File: config.mk
export PLATFORM = sky130hd
export DESIGN_NAME = i2s_rx_flat
export DESIGN_NICKNAME = d
export VERILOG_FILES = /design/src/rtl/i2s_rx_if.sv /design/src/rtl/i2s_rx.sv /design/src/flat_wrapper.sv
export SDC_FILE = /design/constraint.sdc
export NUM_CORES = 1
export LEC_CHECK = 0
export CAP_MARGIN = 15
export CORE_AREA = 2 2 107 109
export CTS_CLUSTER_SIZE = 28
export DETAILED_ROUTE_END_ITERATION = 7
export DIE_AREA = 0 0 109 111
export MAX_ROUTING_LAYER = met4
export PLACE_DENSITY_LB_ADDON = 0.1
export SLEW_MARGIN = 10
export SYNTH_ARGS = -nofsm -noshare
export SYNTH_HDL_FRONTEND = slang
export SYNTH_SLANG_ARGS = --single-unit
File: constraint.sdc
create_clock -name AMCLK_i -period 1.8 [get_ports AMCLK_i]
set_input_delay 0.36 -clock AMCLK_i [delete_from_list [all_inputs] [get_ports AMCLK_i]]
set_output_delay 0.36 -clock AMCLK_i [all_outputs]
set_load 0.02 [all_outputs]
File: src/rtl/i2s_rx_if.sv
// i2s_rx_if: external I2S serial bus plus the recovered PCM word outputs.
// master drives the serial lines, slave is the receiver.
interface i2s_rx_if #(
   parameter int I2S_DATA_BITS = 24
);
   logic                     I2S_BCK_i;
   logic                     I2S_WS_i;
   logic                     I2S_DATA_i;
   logic [I2S_DATA_BITS-1:0] APSDATA_LEFT_o;
   logic [I2S_DATA_BITS-1:0] APSDATA_RIGHT_o;
   logic                     APDATA_VALID_o;
   logic                     LOCKED_o;

   modport master (
      output I2S_BCK_i,
      output I2S_WS_i,
      output I2S_DATA_i,
      input  APSDATA_LEFT_o,
      input  APSDATA_RIGHT_o,
      input  APDATA_VALID_o,
      input  LOCKED_o
   );

   modport slave (
      input  I2S_BCK_i,
      input  I2S_WS_i,
      input  I2S_DATA_i,
      output APSDATA_LEFT_o,
      output APSDATA_RIGHT_o,
      output APDATA_VALID_o,
      output LOCKED_o
   );
endinterface

File: src/rtl/i2s_rx.sv
// i2s_rx: oversampling I2S receiver, recovers L/R PCM words in the AMCLK_i
// domain, pulses a valid strobe per frame and drops lock on BCK loss.
module i2s_rx #(
   parameter int I2S_DATA_BITS  = 24,
   parameter int TIMEOUT_CYCLES = 1024
) (
   input logic   AMCLK_i,
   input logic   reset_n,
   i2s_rx_if.slave bus
);
   localparam int W  = I2S_DATA_BITS;
   localparam int CW = $clog2(W) + 1;
   localparam int TW = $clog2(TIMEOUT_CYCLES);

   typedef enum logic [1:0] {UNLOCKED, LEFT, RIGHT} state_t;

   logic          bck_s1_q, bck_s1_d, bck_s_q, bck_s_d;
   logic          ws_s1_q, ws_s1_d, ws_s_q, ws_s_d;
   logic          dat_s1_q, dat_s1_d, dat_s_q, dat_s_d;
   logic          bck_prev_q, bck_prev_d;
   logic          ws_d_q, ws_d_d, ws_dd_q, ws_dd_d;
   logic [W-1:0]  shreg_q, shreg_d;
   logic [CW-1:0] bit_ctr_q, bit_ctr_d;
   logic [W-1:0]  left_hold_q, left_hold_d;
   logic [W-1:0]  left_q, left_d, right_q, right_d;
   logic          valid_q, valid_d, locked_q, locked_d;
   logic [TW-1:0] idle_q, idle_d;
   state_t        state_q, state_d;
   logic          rise, word_start;

   assign rise       = bck_s_q & ~bck_prev_q;
   assign word_start = ws_d_q ^ ws_dd_q;

   always_comb begin
      bck_s1_d    = bus.I2S_BCK_i;
      bck_s_d     = bck_s1_q;
      ws_s1_d     = bus.I2S_WS_i;
      ws_s_d      = ws_s1_q;
      dat_s1_d    = bus.I2S_DATA_i;
      dat_s_d     = dat_s1_q;
      bck_prev_d  = bck_s_q;
      ws_d_d      = ws_d_q;
      ws_dd_d     = ws_dd_q;
      shreg_d     = shreg_q;
      bit_ctr_d   = bit_ctr_q;
      left_hold_d = left_hold_q;
      left_d      = left_q;
      right_d     = right_q;
      valid_d     = 1'b0;
      locked_d    = locked_q;
      idle_d      = idle_q;
      state_d     = state_q;
      if (rise) begin
         ws_d_d  = ws_s_q;
         ws_dd_d = ws_d_q;
         idle_d  = '0;
         if (word_start) begin
            // shreg_q still holds the completed word of the other channel
            shreg_d        = '0;
            shreg_d[W-1]   = dat_s_q;
            bit_ctr_d      = CW'(1);
            case (state_q)
               UNLOCKED: if (!ws_d_q) state_d = LEFT;
               LEFT: if (ws_d_q) begin
                  state_d     = RIGHT;
                  left_hold_d = shreg_q;
               end
               RIGHT: if (!ws_d_q) begin
                  state_d  = LEFT;
                  left_d   = left_hold_q;
                  right_d  = shreg_q;
                  valid_d  = 1'b1;
                  locked_d = 1'b1;
               end
               default: state_d = UNLOCKED;
            endcase
         end else if (bit_ctr_q < CW'(W)) begin
            for (int i = 0; i < W; i++) begin
               if (CW'(W - 1 - i) == bit_ctr_q) shreg_d[i] = dat_s_q;
            end
            bit_ctr_d = bit_ctr_q + CW'(1);
         end
      end else if (idle_q == TW'(TIMEOUT_CYCLES - 1)) begin
         state_d  = UNLOCKED;
         locked_d = 1'b0;
      end else begin
         idle_d = idle_q + TW'(1);
      end
   end

   always_ff @(posedge AMCLK_i or negedge reset_n) begin
      if (!reset_n) begin
         bck_s1_q    <= 1'b0;
         bck_s_q     <= 1'b0;
         ws_s1_q     <= 1'b0;
         ws_s_q      <= 1'b0;
         dat_s1_q    <= 1'b0;
         dat_s_q     <= 1'b0;
         bck_prev_q  <= 1'b0;
         ws_d_q      <= 1'b0;
         ws_dd_q     <= 1'b0;
         shreg_q     <= '0;
         bit_ctr_q   <= '0;
         left_hold_q <= '0;
         left_q      <= '0;
         right_q     <= '0;
         valid_q     <= 1'b0;
         locked_q    <= 1'b0;
         idle_q      <= '0;
         state_q     <= UNLOCKED;
      end else begin
         bck_s1_q    <= bck_s1_d;
         bck_s_q     <= bck_s_d;
         ws_s1_q     <= ws_s1_d;
         ws_s_q      <= ws_s_d;
         dat_s1_q    <= dat_s1_d;
         dat_s_q     <= dat_s_d;
         bck_prev_q  <= bck_prev_d;
         ws_d_q      <= ws_d_d;
         ws_dd_q     <= ws_dd_d;
         shreg_q     <= shreg_d;
         bit_ctr_q   <= bit_ctr_d;
         left_hold_q <= left_hold_d;
         left_q      <= left_d;
         right_q     <= right_d;
         valid_q     <= valid_d;
         locked_q    <= locked_d;
         idle_q      <= idle_d;
         state_q     <= state_d;
      end
   end

   assign bus.APSDATA_LEFT_o  = left_q;
   assign bus.APSDATA_RIGHT_o = right_q;
   assign bus.APDATA_VALID_o  = valid_q;
   assign bus.LOCKED_o        = locked_q;
endmodule

File: src/flat_wrapper.sv
// flat-port wrapper written by rule: the top's interface ports become plain ports
module i2s_rx_flat 
#(
   parameter int I2S_DATA_BITS  = 24,
   parameter int TIMEOUT_CYCLES = 1024
)
  (AMCLK_i, reset_n, bus_I2S_BCK_i, bus_I2S_WS_i, bus_I2S_DATA_i, bus_APSDATA_LEFT_o, bus_APSDATA_RIGHT_o, bus_APDATA_VALID_o, bus_LOCKED_o);
  i2s_rx_if #(.I2S_DATA_BITS(I2S_DATA_BITS)) bus_i ();
  input logic AMCLK_i;
  input logic reset_n;
  input wire logic [$bits(bus_i.I2S_BCK_i)-1:0] bus_I2S_BCK_i;
  input wire logic [$bits(bus_i.I2S_WS_i)-1:0] bus_I2S_WS_i;
  input wire logic [$bits(bus_i.I2S_DATA_i)-1:0] bus_I2S_DATA_i;
  output wire logic [$bits(bus_i.APSDATA_LEFT_o)-1:0] bus_APSDATA_LEFT_o;
  output wire logic [$bits(bus_i.APSDATA_RIGHT_o)-1:0] bus_APSDATA_RIGHT_o;
  output wire logic [$bits(bus_i.APDATA_VALID_o)-1:0] bus_APDATA_VALID_o;
  output wire logic [$bits(bus_i.LOCKED_o)-1:0] bus_LOCKED_o;
  assign bus_i.I2S_BCK_i = bus_I2S_BCK_i;
  assign bus_i.I2S_WS_i = bus_I2S_WS_i;
  assign bus_i.I2S_DATA_i = bus_I2S_DATA_i;
  assign bus_APSDATA_LEFT_o = bus_i.APSDATA_LEFT_o;
  assign bus_APSDATA_RIGHT_o = bus_i.APSDATA_RIGHT_o;
  assign bus_APDATA_VALID_o = bus_i.APDATA_VALID_o;
  assign bus_LOCKED_o = bus_i.LOCKED_o;
  i2s_rx #(.I2S_DATA_BITS(I2S_DATA_BITS), .TIMEOUT_CYCLES(TIMEOUT_CYCLES)) u_core (.AMCLK_i(AMCLK_i), .reset_n(reset_n), .bus(bus_i));
endmodule
* After elaboration in Yosys (flattened, before gate mapping)
Index checks and enable logic that the tools add are counted.
** Cells by class
- Reductions and logical operators :: 58
- Multiplexer cells :: 45
- $add $sub $neg :: 2
- Bitwise gates (word level) :: 4
- Eq/ne operators :: 32
- Order comparisons :: 1
** Operators with widths (number)
- AND reduction 3 bit :: 24
- nonzero test 2 bit :: 26
- equality test 4 x 6 -> 1 bit, first input constant :: 8
- equality test 5 x 6 -> 1 bit, first input constant :: 8
- two-way mux 24 bit :: 2
- two-way mux 1 bit :: 33
- equality test 3 x 6 -> 1 bit, first input constant :: 4
- two-way mux 10 bit :: 2
- AND reduction 4 bit :: 4
- equality test 2 x 6 -> 1 bit, first input constant :: 2
- two-way mux 6 bit :: 2
- adder 10 x 1 -> 10 bit, second input constant :: 1
- equality test 10 bit, second input constant :: 1
- two-way mux 2 bit :: 5
- adder 6 x 1 -> 6 bit, second input constant :: 1
- equality test 1 x 6 -> 1 bit, first input constant :: 1
- zero test 6 bit :: 1
- < comparator 6 x 5 -> 1 bit, second input constant :: 1
- != test 2 bit, second input constant :: 3
- one-hot mux 2 bit (2 select lines) :: 1
- != test 3 x 2 -> 1 bit, second input constant :: 1
- != test 3 bit, second input constant :: 1
- equality test 2 x 1 -> 1 bit, second input constant :: 1
- equality test 2 bit, second input constant :: 1
- other kinds (7) :: 8
** Storage, ports and cells
- Word-level logic and storage cells :: 183
- Flip-flop bits (word level) :: 125
- Output and inout bits :: 50

* Depth between registers and ports, before layout
Gate-level depths: netlist of run 1.
- Depth in word-level cells :: 5
- Mapped depth :: 7
- Depth with buffers taken out :: 5

* Worst setup path before layout of run 1
No wires, ideal clock.
- Kind :: reg2reg
- Start point :: reg u_core.ws_dd_q
- End point :: reg u_core.left_q[15] (netlist: u_core.bus.APSDATA_LEFT_o[15])
- Setup slack :: 168 ps
- Setup time :: 125 ps
- Clock period less this slack :: 1632 ps
- Data required time :: 1675 ps
- Data arrival time :: 1508 ps
- Cell stages (with the launch flop) :: 8
- Cell sequence :: dfrtp_1 buf_6 xnor2_4 nor2_4 nand3_2 inv_1 buf_4 mux2_2
** On the way
- Cells in the longest elaborated chain, start to end :: 2
** RTL lines
- start, declared :: RTL line i2s_rx.sv:21 : logic ws_d_q, ws_d_d, ws_dd_q, ws_dd_d;
- start signal, assigned :: RTL line i2s_rx.sv:120 : ws_dd_q <= ws_dd_d;
- XOR 1 bit :: RTL line i2s_rx.sv:32 : assign word_start = ws_d_q ^ ws_dd_q;
- AND reduction 4 bit (no line)
- end signal, assigned :: RTL line i2s_rx.sv:124 : left_q <= left_d;
- end, declared :: RTL line i2s_rx.sv:25 : logic [W-1:0] left_q, left_d, right_q, right_d;
No other way between the ends.
A chain may end at the register's enable or synchronous reset.

* Worst setup path after layout of run 1
- Start point :: reg u_core.locked_q (netlist: u_core.bus.LOCKED_o)
- End point :: out bus_LOCKED_o
** RTL lines
- start, declared :: RTL line i2s_rx.sv:26 : logic valid_q, valid_d, locked_q, locked_d;
- start signal, assigned :: RTL line i2s_rx.sv:127 : locked_q <= locked_d;
- end, declared :: RTL line flat_wrapper.sv:17 : output wire logic [$bits(bus_i.LOCKED_o)-1:0] bus_LOCKED_o;
No word-level cell between the ends.

==> flow_metrics.env, run 1 <==
export IMPL_synthToLayoutAreaGrowth_pct=27.5
export IMPL_yosysTopAreaCell="dfrtp_1"
export IMPL_yosysTopAreaCellShare_pct=58.7
export IMPL_cap_violations=0
export IMPL_numCtsBuffers=17
export IMPL_min_path_type="in2async"
export IMPL_path_depth=1
export IMPL_grt_pass1_wl_mm=16.7
export IMPL_yosys_warnings=0
export IMPL_io_buffers=54
export IMPL_drtPass1Iterations=4
export IMPL_path_delay_family="buffers and inverters"
export IMPL_numClockSinks=125
export IMPL_syn_num_nets=385
export IMPL_wl_mm=9.66
export IMPL_p_switching_mw=2.29
export IMPL_avgViaCountPerCell=5.23
export IMPL_die_area_sq_um=12100
export IMPL_clkPwrFrac_pct=40.4
export IMPL_netlist_instances=375
export IMPL_combPwrFrac_pct=18.1
export IMPL_max_stage_delay_ns=0.62
export IMPL_final_nets=471
export IMPL_worst_pin_slew_ns=0.659
export IMPL_post_route_period_util_pct=97.1
export IMPL_path_cells="clkdlybuf4s50_1"
export IMPL_root_buffer="clkbuf_16"
export IMPL_cts_buffer_depth=2
export IMPL_final_cell_mix="124 x dfrtp_1, 52 x mux2_2, 52 x clkdlybuf4s50_1, 28 x buf_4, 22 x nand2_1"
export IMPL_crit_type="reg2out"
export IMPL_switching_share_pct=26.7
export IMPL_rsz0062_at_grt="no"
export IMPL_drtIter0Drc=152
export IMPL_overflow=0
export IMPL_worstSetupStartpointType="register"
export IMPL_crit_path_top_delay_cell="clkdlybuf4s50_1"
export IMPL_synth_area_sq_um=5330
export IMPL_io_pins=55
export IMPL_drive_above_1_share_pct=32.8
export IMPL_worstRegToRegCells=6
export IMPL_cts_htree_levels=4
export IMPL_rows=39
export IMPL_die_w_microns=109
export IMPL_cp_end_kind="primary output"
export IMPL_worstPathArrival_ns=1.39
export IMPL_dp_cells=584
export IMPL_grt_max_degree=126
export IMPL_postRouteAntennaNets=0
export IMPL_crit_fanout=2
export IMPL_grt_pass1_vias=3353
export IMPL_antenna_cells=0
export IMPL_critPathBufInv=1
export IMPL_antenna_found_initial=0
export IMPL_initial_core_util_pct=48.1
export IMPL_hpwl_mm=6.29
export IMPL_crit_required_ns=1.44
export IMPL_synth_avg_cell_area_sq_um=14.2
export IMPL_hold_violations=0
export IMPL_static_leakage_power_nw=3.27
export IMPL_coreArea_sq_um=11100
export IMPL_drv_slew=0
export IMPL_slew_headroom_pct=56.1
export IMPL_drcViolationCount=0
export IMPL_num_vias=3224
export IMPL_sequentialPowerShare_pct=41.5
export IMPL_track_usage_pct=18.5
export IMPL_place_congestion=0.803
export IMPL_setup_violations=0
export IMPL_skew_ns=0.00869
export IMPL_fin_total_pwr_mw=8.59
export IMPL_ys_ff_latch=125
export IMPL_layout_commonest_cell="dfrtp_1"
export IMPL_die_h_microns=111
export IMPL_synth_area_leaders="dfrtp_1 59%, mux2_2 11%, mux2_4 5.6%"
export IMPL_fmax_ghz=0.572
export IMPL_wl_per_cell_microns=15.7
export IMPL_p_int_mw=6.30
export IMPL_clkTransAtPathRegs_ns=0.06
export IMPL_ir_worst_vdd_uv=601
export IMPL_clock_latency_ns=0.41
export IMPL_ys_seq_area_share_pct=58.7
export IMPL_cts_tree="done"
export IMPL_p_per_area_nw_per_um2=1260
export IMPL_outcome="finished, final reports clean"
export IMPL_n_fill_cell=885
export IMPL_ys_types=52
export IMPL_fin_crit_ns=1.75
export IMPL_postCtsHoldBufs=0
export IMPL_stdcell_count=616
## metrics by stage
step	hold WS, ns	TNS [ns]	instance area (sq um)	util (%)	setup WS (ns)
floorplan	0.0644	0	5330	-	0.168
global placement	0.334	-0.106	6170	55.7	-0.0317
detailed placement	0.335	-0.213	6170	55.7	-0.0596
CTS	0.0882	0	6780	61.2	0.0268
global route	0.113	0	6800	61.4	0.00180
finish	0.0498	0	6800	61.4	0.0522
## metal layers
layer | vias to the layer above | global-route usage (%) | share of wire (%)
met2 | 62 | 26.0 | 46
li1 | 1534 | - | -
met5 | - | - | 0
met4 | 0 | 6.32 | 1.3
met1 | 1616 | 25.7 | 48
met3 | 12 | 5.70 | 4.0
## repair_timing
| action | in CTS | in global routing |
|---|---|---|
| endpoints found under the setup margin | 4 | 4 |
| gates resized for setup | 1 | 4 |
| setup buffers | 0 | 1 |
## area by class of cell
type                       instances  area (sq um)  area share [%]
clock buffer                      21           470            6.92
clock inverter                    10           139            2.04
inverter                           3          11.3           0.166
multi-input combinational        229          2050            30.1
sequential                       125          3130            46.0
tap                              143           179            2.63
timing repair buffer              85           823            12.1
## power by group through the flow
| stage | clock network [mW] | logic (mW) | registers (mW) |
|---|---|---|---|
| after detailed placement | 0 | 1.55 | 3.62 |
| after global routing | 3.66 | 1.70 | 3.62 |
| after global placement | 0 | 1.53 | 3.59 |
| final | 3.47 | 1.56 | 3.56 |
| after floorplan | 0 | 0.866 | 3.64 |
| after CTS | 3.54 | 1.57 | 3.57 |
## path summary, 6_finish.rpt
path	start	to	slack [ns]
worst max-delay path	u_core.bus.LOCKED_o$_DFFE_PN0P_	bus_LOCKED_o	0.05
worst min-delay path	reset_n	u_core.bus.APSDATA_RIGHT_o[3]$_DFFE_PN0P_	0.05
worst max register to register	u_core.ws_dd_q$_DFFE_PN0P_	u_core.shreg_q[21]$_DFFE_PN0P_	0.09
worst min register to register	u_core.bck_s1_q$_DFF_PN0_	u_core.bck_prev_d$_DFF_PN0_	0.35
max in group asynchronous	reset_n	u_core.bck_prev_q$_DFF_PN0_	1.26
min in group AMCLK_i	u_core.bck_s1_q$_DFF_PN0_	u_core.bck_prev_d$_DFF_PN0_	0.35
## cell families (layout without fill, tap and decap cells)
family                     Yosys count  in the layout  synth area share, %
xor gates and xnor gates             7              7                 1.85
and+or+nand+nor                     89             89                 10.1
DFF                                125            125                 58.7
muxes                               82             82                 18.6
adders and majority gates            5              5                 1.17
AOI/OAI and AO/OA                   46             46                 6.45
buffers and inverters               21            119                 3.14
## state kept, by name, summed over array words and instances, names as in the netlist
register	count
u_core.bck_prev_q	1
u_core.left_hold_q	24
u_core.ws_dd_q	1
u_core.dat_s_q	1
u_core.bus.LOCKED_o	1
u_core.state_q	2
u_core.ws_s_q	1
u_core.dat_s1_q	1
u_core.shreg_q	24
u_core.ws_s1_q	1
u_core.bck_s1_q	1
u_core.idle_q	10
u_core.bit_ctr_q	6
u_core.bck_prev_d	1
u_core.bus.APDATA_VALID_o	1
u_core.bus.APSDATA_RIGHT_o	24
u_core.ws_d_q	1
u_core.bus.APSDATA_LEFT_o	24
## cell usage after synthesis, drive strengths merged
library cell and number:
dfrtp 125, and3 3, a32o 12, mux2i 6, nand2b 6, and2 3
o211a 1, a21oi 7, or3 1, nor3 5, ha 5, nor4 2
nand3b 1, o21ai 9, nor3b 3, nor4b 3, inv 3, o2111ai 1
a211oi 1, clkbuf 2, or4 2, a31oi 6, o211ai 2, nor2 11
o21a 2, and2b 1, mux2 76, o31ai 3, nand4 3, o21ba 1
nand3 22, xnor2 2, nand2 22, xor2 5, a21bo 1, and4bb 1
buf 16
Power figures use the tool's default switching activity.
==> run 2: changes to the inputs <==
--- a/config.mk
+++ b/config.mk
@@ -12,7 +12,8 @@
 export DIE_AREA = 0 0 109 111
 export MAX_ROUTING_LAYER = met4
 export PLACE_DENSITY_LB_ADDON = 0.1
-export SLEW_MARGIN = 10
+export SETUP_SLACK_MARGIN = 0.02
+export SLEW_MARGIN = 0
 export SYNTH_ARGS = -nofsm -noshare
 export SYNTH_HDL_FRONTEND = slang
 export SYNTH_SLANG_ARGS = --single-unit
==> run 2 against run 1 <==
- clock-buffer cell count did not move
- total power fell by 0.13%
- non-clock buffer count did not move
- critical path type unchanged
==> flow_metrics.env, run 2 (synthesis gave the netlist of run 1 again) <==
export IMPL_outcome="finished, final reports clean"
export IMPL_worstPathArrival_ns=1.37
export IMPL_synthToLayoutAreaGrowth_pct=28.0
export IMPL_clock_latency_ns=0.41
export IMPL_coreArea_sq_um=11100
export IMPL_root_buffer="clkbuf_16"
export IMPL_post_route_period_util_pct=96.0
export IMPL_grt_pass1_wl_mm=16.7
export IMPL_worst_pin_slew_ns=0.657
export IMPL_stdcell_count=616
export IMPL_fin_crit_ns=1.73
export IMPL_wl_per_cell_microns=15.7
export IMPL_antenna_cells=0
export IMPL_grt_use_met2_pct=26.0
export IMPL_die_w_microns=109
export IMPL_drtIter0Drc=141
export IMPL_postCtsHoldBufs=0
export IMPL_antenna_found_initial=0
export IMPL_hold_slack_ns=0.0464
export IMPL_setup_violations=0
export IMPL_ir_worst_vdd_uv=601
export IMPL_grt_pass1_vias=3353
export IMPL_overflow=0
export IMPL_worstSetupStartpointType="register"
export IMPL_drv_slew=0
export IMPL_cts_tree="done"
export IMPL_crit_fanout=2
export IMPL_dp_cells=584
export IMPL_min_path_type="in2async"
export IMPL_sequentialPowerShare_pct=41.6
export IMPL_fmax_ghz=0.578
export IMPL_cts_buffer_depth=2
export IMPL_crit_path_top_delay_cell="clkdlybuf4s50_1"
export IMPL_grt_max_degree=126
export IMPL_p_int_mw=6.29
export IMPL_initial_core_util_pct=48.1
export IMPL_io_buffers=54
export IMPL_final_cell_mix="123 x dfrtp_1, 52 x mux2_2, 41 x clkdlybuf4s50_1, 28 x buf_4, 22 x nand2_1"
export IMPL_hold_violations=0
export IMPL_n_fill_cell=880
export IMPL_wl_mm=9.66
export IMPL_grtUsageMet3_pct=5.70
export IMPL_rsz0062_at_grt="no"
export IMPL_drtPass1Iterations=4
export IMPL_cap_violations=0
export IMPL_io_pins=55
export IMPL_clkPwrFrac_pct=40.4
export IMPL_static_leakage_power_nw=3.46
export IMPL_finalSetupTns_ns=0
export IMPL_postRouteAntennaNets=0
export IMPL_skew_ns=0.00757
export IMPL_crit_type="reg2out"
export IMPL_p_switching_mw=2.29
export IMPL_slew_headroom_pct=56.2
export IMPL_num_vias=3222
export IMPL_track_usage_pct=18.5
export IMPL_max_stage_delay_ns=0.61
export IMPL_cp_end_kind="primary output"
export IMPL_numClockSinks=125
export IMPL_avgViaCountPerCell=5.23
export IMPL_crit_required_ns=1.44
export IMPL_switching_share_pct=26.7
export IMPL_path_cells="clkdlybuf4s50_1"
export IMPL_critPathBufInv=1
export IMPL_die_area_sq_um=12100
export IMPL_final_nets=471
export IMPL_place_congestion=0.803
export IMPL_numCtsBuffers=17
export IMPL_rows=39
export IMPL_die_h_microns=111
export IMPL_layout_commonest_cell="dfrtp_1"
export IMPL_cts_htree_levels=4
export IMPL_p_per_area_nw_per_um2=1260
export IMPL_gr_max_usage_layer="met2"
export IMPL_gr_usage_met1_pct=25.7
export IMPL_combPwrFrac_pct=18.0
export IMPL_hpwl_mm=6.29
export IMPL_drcViolationCount=0
export IMPL_drive_above_1_share_pct=33.0
export IMPL_path_delay_family="buffers and inverters"
export IMPL_clkTransAtPathRegs_ns=0.06
==> run 2: cell types whose count changed in the layout (fill, tap and decap cells not counted), sizes merged <==
| cell | delta |
|---|---|
| dlymetal6s2s | +11 |
| clkdlybuf4s50 | -11 |
==> run 2: what timing repair did <==
action                                  in CTS  in global routing
gates resized for setup                      1                 17
setup buffers                                0                  1
endpoints found under the hold margin        0                  0
endpoints found under the setup margin       4                 20
==> run 2: path summary, 6_finish.rpt <==
path,from,to,slack [ns],cells after the start
worst min register to register,u_core.bck_s1_q$_DFF_PN0_,u_core.bck_prev_d$_DFF_PN0_,0.35,0
min in group AMCLK_i,u_core.bck_s1_q$_DFF_PN0_,u_core.bck_prev_d$_DFF_PN0_,0.35,0
worst max register to register,u_core.ws_dd_q$_DFFE_PN0P_,u_core.shreg_q[21]$_DFFE_PN0P_,0.09,6
worst min-delay path,reset_n,u_core.bus.APSDATA_RIGHT_o[3]$_DFFE_PN0P_,0.05,2
max in group asynchronous,reset_n,u_core.bck_prev_q$_DFF_PN0_,1.27,2
worst max-delay path,u_core.bus.APSDATA_RIGHT_o[7]$_DFFE_PN0P_,bus_APSDATA_RIGHT_o[7],0.07,1
==> run 2: cell type report <==
type	count	area [sq um]	share of cell area, %
sequential	125	3130	45.9
clock buffer	21	470	6.89
inverter	3	11.3	0.165
clock inverter	10	139	2.03
tap	143	179	2.62
timing repair buffer	85	851	12.5
multi-input combinational	229	2050	30.0
==> run 2: power groups by stage <==
stage                     clock network, mW  registers (mW)  logic (mW)
after CTS                              3.54            3.57        1.57
after detailed placement                  0            3.62        1.55
after global routing                   3.66            3.62        1.69
final                                  3.47            3.56        1.55
after floorplan                           0            3.64       0.866
after global placement                    0            3.59        1.53
==> run 2: routing by layer <==
layer	share of wire, %	routed length, microns	up-vias
met1	47	4560	1609
met4	1.4	138	0
met3	5.0	483	14
met2	46	4470	65
met5	0	0	-
li1	-	-	1534
==> run 2: stage by stage <==
step / utilization, % / instance area (sq um) / setup WS [ns] / total power, mW
after floorplan: - / 5330 / 0.168 / 4.51
after global routing: 61.6 / 6830 / 0.0206 / 8.98
after CTS: 61.2 / 6780 / 0.0268 / 8.67
after detailed placement: 55.7 / 6170 / -0.0596 / 5.17
final: 61.6 / 6830 / 0.0712 / 8.58
after global placement: 55.7 / 6170 / -0.0317 / 5.12
